--- config.mk ---
export PLATFORM = sky130hd
export DESIGN_NAME = dcf77_display
export DESIGN_NICKNAME = d
export VERILOG_FILES = /design/src/rtl/dcf77_display.sv
export SDC_FILE = /design/constraint.sdc
export NUM_CORES = 1
export LEC_CHECK = 0
export ABC_CLOCK_PERIOD_IN_PS = 10070
export BUFFER_PORTS_ARGS = -buffer_cell sky130_fd_sc_hd__buf_2
export CAP_MARGIN = 20
export CELL_PAD_IN_SITES_DETAIL_PLACEMENT = 1
export CELL_PAD_IN_SITES_GLOBAL_PLACEMENT = 1
export CORE_ASPECT_RATIO = 2
export CORE_UTILIZATION = 49
export CTS_BUF_LIST = sky130_fd_sc_hd__clkbuf_8 sky130_fd_sc_hd__clkbuf_16
export DETAILED_ROUTE_END_ITERATION = 16
export PLACE_DENSITY = 0.93
export REMOVE_ABC_BUFFERS = 1
export SYNTH_ARGS = -nofsm -noshare
export SYNTH_HDL_FRONTEND = slang
export SYNTH_SLANG_ARGS = --single-unit
--- constraint.sdc ---
create_clock -name clk -period 10.07 [get_ports clk]
set_input_delay 0.5035 -clock clk [delete_from_list [all_inputs] [get_ports clk]]
set_output_delay 0.5035 -clock clk [all_outputs]
set_load 0.005 [all_outputs]
--- src/rtl/dcf77_display.sv ---
// Time display for the dcf77 decoder: latches BCD fields on load, shows one of four
// pages on 4 or 6 active-low seven-segment digits, and blinks on error or stale data.
module dcf77_display #(
  parameter int unsigned CLK_HZ   = 24_000_000,
  parameter int unsigned DIGITS   = 4,
  parameter int unsigned BLINK_HZ = 2,
  parameter int unsigned ROTATE_S = 3,
  parameter int unsigned STALE_S  = 2
) (
  input  logic                  clk,
  input  logic                  rst,
  input  logic                  load,
  input  logic [6:0]            second,
  input  logic [6:0]            minute,
  input  logic [5:0]            hour,
  input  logic [5:0]            day,
  input  logic [2:0]            week_day,
  input  logic [4:0]            month,
  input  logic [7:0]            year,
  input  logic                  error,
  input  logic                  auto_mode,
  input  logic [1:0]            page_sel,
  output logic [7*DIGITS-1:0]   hex,
  output logic [1:0]            page,
  output logic                  stale
);

  localparam int unsigned HEX_W      = 7 * DIGITS;
  localparam int unsigned SEC_W      = (CLK_HZ > 1) ? $clog2(CLK_HZ) : 1;
  localparam int unsigned BLINK_HALF = (CLK_HZ / (2 * BLINK_HZ) > 0) ? CLK_HZ / (2 * BLINK_HZ) : 1;
  localparam int unsigned BLK_W      = (BLINK_HALF > 1) ? $clog2(BLINK_HALF) : 1;
  localparam int unsigned ROT_W      = $clog2(ROTATE_S + 1);
  localparam int unsigned STL_W      = $clog2(STALE_S + 1);

  localparam logic [SEC_W-1:0] SEC_LAST   = SEC_W'(CLK_HZ - 1);
  localparam logic [BLK_W-1:0] BLINK_LAST = BLK_W'(BLINK_HALF - 1);
  localparam logic [ROT_W-1:0] ROT_LAST   = ROT_W'(ROTATE_S - 1);
  localparam logic [STL_W-1:0] STL_MAX    = STL_W'(STALE_S);

  localparam logic [6:0] SEG_DASH  = 7'b0111111;
  localparam logic [6:0] SEG_BLANK = 7'b1111111;
  localparam logic [13:0] PAIR_BLANK = {SEG_BLANK, SEG_BLANK};

  typedef struct packed {
    logic [6:0] second;
    logic [6:0] minute;
    logic [5:0] hour;
    logic [5:0] day;
    logic [2:0] week_day;
    logic [4:0] month;
    logic [7:0] year;
  } fields_t;

  function automatic logic [6:0] seg7(input logic [3:0] n);
    case (n)
      4'd0:    return 7'b1000000;
      4'd1:    return 7'b1111001;
      4'd2:    return 7'b0100100;
      4'd3:    return 7'b0110000;
      4'd4:    return 7'b0011001;
      4'd5:    return 7'b0010010;
      4'd6:    return 7'b0000010;
      4'd7:    return 7'b1111000;
      4'd8:    return 7'b0000000;
      4'd9:    return 7'b0010000;
      default: return SEG_DASH;
    endcase
  endfunction

  function automatic logic [13:0] bcd_pair(input logic [7:0] v);
    return {seg7(v[7:4]), seg7(v[3:0])};
  endfunction

  fields_t           hold_q, hold_d;
  logic [SEC_W-1:0]  sec_cnt_q, sec_cnt_d;
  logic [BLK_W-1:0]  blink_cnt_q, blink_cnt_d;
  logic              blink_ph_q, blink_ph_d;
  logic [STL_W-1:0]  stale_cnt_q, stale_cnt_d;
  logic              stale_q, stale_d;
  logic [ROT_W-1:0]  rot_cnt_q, rot_cnt_d;
  logic              auto_prev_q, auto_prev_d;
  logic [1:0]        page_q, page_d;
  logic [HEX_W-1:0]  hex_q, hex_d;
  logic              sec_tick;

  logic [13:0] sec_p, min_p, hour_p, day_p, mon_p, year_p, wday_p;
  logic [HEX_W-1:0] frame;

  always_comb begin
    hold_d = hold_q;
    if (load) hold_d = {second, minute, hour, day, week_day, month, year};

    sec_tick  = (sec_cnt_q == SEC_LAST);
    sec_cnt_d = sec_tick ? '0 : sec_cnt_q + 1'b1;

    blink_cnt_d = blink_cnt_q + 1'b1;
    blink_ph_d  = blink_ph_q;
    if (blink_cnt_q == BLINK_LAST) begin
      blink_cnt_d = '0;
      blink_ph_d  = ~blink_ph_q;
    end
  end

  // stale_q comes out of reset set while the count is 0, so it is held
  // sticky until the first load rather than recomputed from the count alone.
  always_comb begin
    stale_cnt_d = stale_cnt_q;
    if (load)
      stale_cnt_d = '0;
    else if (sec_tick && stale_cnt_q != STL_MAX)
      stale_cnt_d = stale_cnt_q + 1'b1;
    stale_d = !load && (stale_q || stale_cnt_d == STL_MAX);
  end

  always_comb begin
    auto_prev_d = auto_mode;
    rot_cnt_d   = rot_cnt_q;
    page_d      = page_q;
    if (!auto_mode) begin
      page_d    = page_sel;
      rot_cnt_d = '0;
    end else if (!auto_prev_q) begin
      rot_cnt_d = '0;
    end else if (sec_tick) begin
      if (rot_cnt_q == ROT_LAST) begin
        rot_cnt_d = '0;
        page_d    = page_q + 2'd1;
      end else begin
        rot_cnt_d = rot_cnt_q + 1'b1;
      end
    end
  end

  always_comb begin
    sec_p  = bcd_pair({1'b0, hold_q.second});
    min_p  = bcd_pair({1'b0, hold_q.minute});
    hour_p = bcd_pair({2'b00, hold_q.hour});
    day_p  = bcd_pair({2'b00, hold_q.day});
    mon_p  = bcd_pair({3'b000, hold_q.month});
    year_p = bcd_pair(hold_q.year);
    wday_p = {SEG_BLANK, (hold_q.week_day == 3'd0) ? SEG_DASH : seg7({1'b0, hold_q.week_day})};
  end

  generate
    if (ROTATE_S < 1 || STALE_S < 1) begin : g_bad_period
      $error("dcf77_display: ROTATE_S and STALE_S must be at least 1");
    end
    if (DIGITS == 6) begin : g_six
      always_comb begin
        frame = '1;
        case (page_q)
          2'd0: frame = {hour_p, min_p, sec_p};
          2'd1: frame = {day_p, mon_p, year_p};
          2'd2: frame = {PAIR_BLANK, PAIR_BLANK, wday_p};
          2'd3: frame = {year_p, wday_p, sec_p};
          default: frame = '1;
        endcase
      end
    end else if (DIGITS == 4) begin : g_four
      always_comb begin
        frame = '1;
        case (page_q)
          2'd0: frame = {hour_p, min_p};
          2'd1: frame = {min_p, sec_p};
          2'd2: frame = {day_p, mon_p};
          2'd3: frame = {year_p, wday_p};
          default: frame = '1;
        endcase
      end
    end else begin : g_bad_digits
      $error("dcf77_display: DIGITS must be 4 or 6");
      always_comb frame = '1;
    end
  endgenerate

  always_comb begin
    hex_d = frame;
    if ((error || stale_q) && blink_ph_q) hex_d = '1;
  end

  always_ff @(posedge clk or posedge rst) begin
    if (rst) begin
      hold_q      <= '0;
      sec_cnt_q   <= '0;
      blink_cnt_q <= '0;
      blink_ph_q  <= 1'b0;
      stale_cnt_q <= '0;
      stale_q     <= 1'b1;
      rot_cnt_q   <= '0;
      auto_prev_q <= 1'b0;
      page_q      <= 2'd0;
      hex_q       <= '1;
    end else begin
      hold_q      <= hold_d;
      sec_cnt_q   <= sec_cnt_d;
      blink_cnt_q <= blink_cnt_d;
      blink_ph_q  <= blink_ph_d;
      stale_cnt_q <= stale_cnt_d;
      stale_q     <= stale_d;
      rot_cnt_q   <= rot_cnt_d;
      auto_prev_q <= auto_prev_d;
      page_q      <= page_d;
      hex_q       <= hex_d;
    end
  end

  assign hex   = hex_q;
  assign page  = page_q;
  assign stale = stale_q;

endmodule
==> impl_metrics.toml <==
[global_routing]
grt_use_met2_pct = 53.8
use_met3_pct = 5.42
grtUsageTotal_pct = 30.6
grt_overflow_total = 0
grt_busiest_layer = "met2"
antenna_found_initial = 0
grt_max_degree = 81
grt_pass1_wl_um = 35600
met1_usage_pct = 32.1
grt_pass1_vias = 6784

[pwr]
p_switching_mw = 0.434
p_int_mw = 1.12
ir_worst_vdd_mv = 0.134
power_frac_comb_pct = 15.3
power_density_nw_per_um2 = 180
seqPwrFrac_pct = 39.7
sw_frac_of_total_pct = 28.0
clockPowerShare_pct = 45.1
p_leak_nw = 3.97

[yosys]
synthCells = 783
synth_flop_cell = "dfrtp_1"
synth_warnings = 0
synth_edf_count = 0
syn_area_um2 = 7410
synthArstFlopShare_pct = 100
synth-seq-cells = 127
seq_area_frac_synth_pct = 43.4
synth_area_per_cell_um2 = 9.47
synthDistinctLibCells = 62

[clock_network]
cts-root-buf = "clkbuf_16"
cts_setup_buffers = 0
clockBufferDepth = 2
cts_sinks = 127
cts_tree = "built"
clock_latency_ns = 0.43
cts_buffers = 17
htree_levels = 4
holdBufCountCts = 0
cts_repair_resize_count = 0
path_clk_slew_ns = 0.06

[floorplan]
rows = 63
coreArea_um2 = 14800
initial_core_util_pct = 50.0
die_area_um2 = 15700
ios = 80
die_h_um = 176
fp.dieW_um = 89.0

[placement]
routabilityCongestion = 0.894
place_inst = 1022
dp_slack_ns = 7.78
dp_hpwl_um = 14800
placed_area_um2 = 7930
numPortBuffers = 79

[timing]
rsz0062_at_grt = "false"
finalSetupViolCount = 0
period_needed_ns = 2.39
tightestPinTransition_ns = 1.06
clock-skew-final_ns = 0.00559
min_period_over_period_pct = 23.7
finalMaxSlewViolations = 0
fin_tns_setup_ns = 0
hold_viol = 0
relSlewSlack_pct = 28.5
max_freq_mhz = 419
holdWs_ns = 0.134
setup_ws_ns = 7.68

[worst_setup_path]
end_kind = "flop"
critPathMaxFanout = 20
slowest_stage = "ha_1"
required_ns = 10.44
path_cells = "inv_1 -> ha_1 -> inv_1 -> or2_2 -> a31oi_1 -> a311o_1"
crit_top_cell = "inv_1"
crit_arrival_ns = 2.75
worstSetupPathType = "flop to flop"
max_stage_delay_ns = 0.66
critPathBufInv = 2
crit_family = "adder cells"
cp-start-kind = "flop"

[route]
routedWlPerCell_um = 21.2
ant_nets = 0
vias = 6293
drt_iter0_markers = 369
viasPerCell = 5.96
drc = 0
firstDrtPassIters = 5
drt_wl_total_um = 22400

[finish]
synthToLayoutAreaGrowth_pct = 16.2
regArea_um2 = 3210
drive_gt1_share_pct = 20.9
num-nets-final = 959
diodes = 0
n_fill_cell = 1716
final_common_cell = "dfrtp_1"
multi_input_area_um2 = 3900
stdcell_area_um2 = 8620
stdcell_count = 1055
layout_common_cells = "98 x dfrtp_1, 85 x nand2_1, 79 x buf_2"

[run]
cap_violations = 0

[run_status]
status = "finished clean"

[hold_path]
worstHoldPathType = "primary input to async pin"
==> registers in the layout, summed over array words and instances, names as in the netlist, 2 cells and up <==
name	flops
rot_cnt_q	2
page	2
hex	28
stale_cnt_q	2
hold_q	42
blink_cnt_q	23
sec_cnt_q	25
==> Yosys cell counts (3+ instances only) <==
cell type	instances	share of area, %
dfrtp_1	98	33
a31oi_1	9	0.76
ha_1	63	11
mux2_2	24	3.6
nor2b_1	11	0.93
a2111oi_0	3	0.35
buf_1	6	0.30
inv_1	38	1.9
a32o_1	3	0.41
nand3_1	27	1.8
xor2_1	25	3.0
nand2b_1	13	1.1
o211ai_1	10	1.0
o21a_1	5	0.51
and4_1	3	0.35
xnor2_1	18	2.1
nor4_1	4	0.34
o221ai_1	9	1.1
a211oi_1	7	0.71
nor3_1	8	0.54
and3_1	7	0.59
o21ai_0	70	4.7
a21oi_1	40	2.7
dfstp_2	29	10
nand4_1	11	0.93
clkbuf_1	31	1.6
nor2_1	72	3.6
nand2_1	85	4.3
mux2i_1	11	1.5
==> through the flow <==
step | total power [mW] | utilization (%)
floorplan | 0.740 | -
global placement | 0.832 | 53.5
detailed placement | 0.843 | 53.5
CTS | 1.55 | 58.0
global route | 1.60 | 58.1
finish | 1.55 | 58.1
==> cells by family after synthesis <==
group | synth area share, %
muxes | 5.13
adders and majority gates | 10.6
buffers and inverters | 4.05
xor gates and xnor gates | 5.08
DFF | 43.4
and+or+nand+nor | 17.0
AOI/OAI and AO/OA | 14.8
==> routing by layer <==
| metal | vias up | wire length (um) |
|---|---|---|
| li1 | 2842 | - |
| met1 | 3091 | 7990 |
| met2 | 242 | 12100 |
| met3 | 118 | 857 |
| met4 | 0 | 1480 |
| met5 | - | 0 |
==> power groups by stage <==
stage	Clock (mW)	Sequential, mW	Combinational [mW]
finish	0.699	0.615	0.236
global route	0.724	0.619	0.258
CTS	0.706	0.613	0.233
detailed placement	0	0.620	0.223
global placement	0	0.618	0.214
floorplan	0	0.608	0.132
==> final timing paths <==
| kind | start | end | slack (ns) | cells after the start |
|---|---|---|---|---|
| max | page[1] | hex[19] | 7.68 | 6 |
| min | rst | sec_cnt_q[12] | 0.13 | 2 |
| max reg2reg | page[1] | hex[19] | 7.68 | 6 |
| min reg2reg | blink_cnt_q[6] | blink_cnt_q[6] | 0.47 | 1 |
| max in group asynchronous | rst | hex[9] | 8.77 | 4 |
| min in group clk | year[0] | hold_q[0] | 0.28 | 3 |
==> layout make-up <==
class	count	area share [%]
Clock buffer	19	5.26
Clock inverter	13	2.42
Inverter	38	1.68
Multi-Input combinational cell	579	45.2
Sequential cell	127	37.3
Tap cell	195	2.83
Timing Repair Buffer	84	5.26
(Power assumes the default switching activity.)
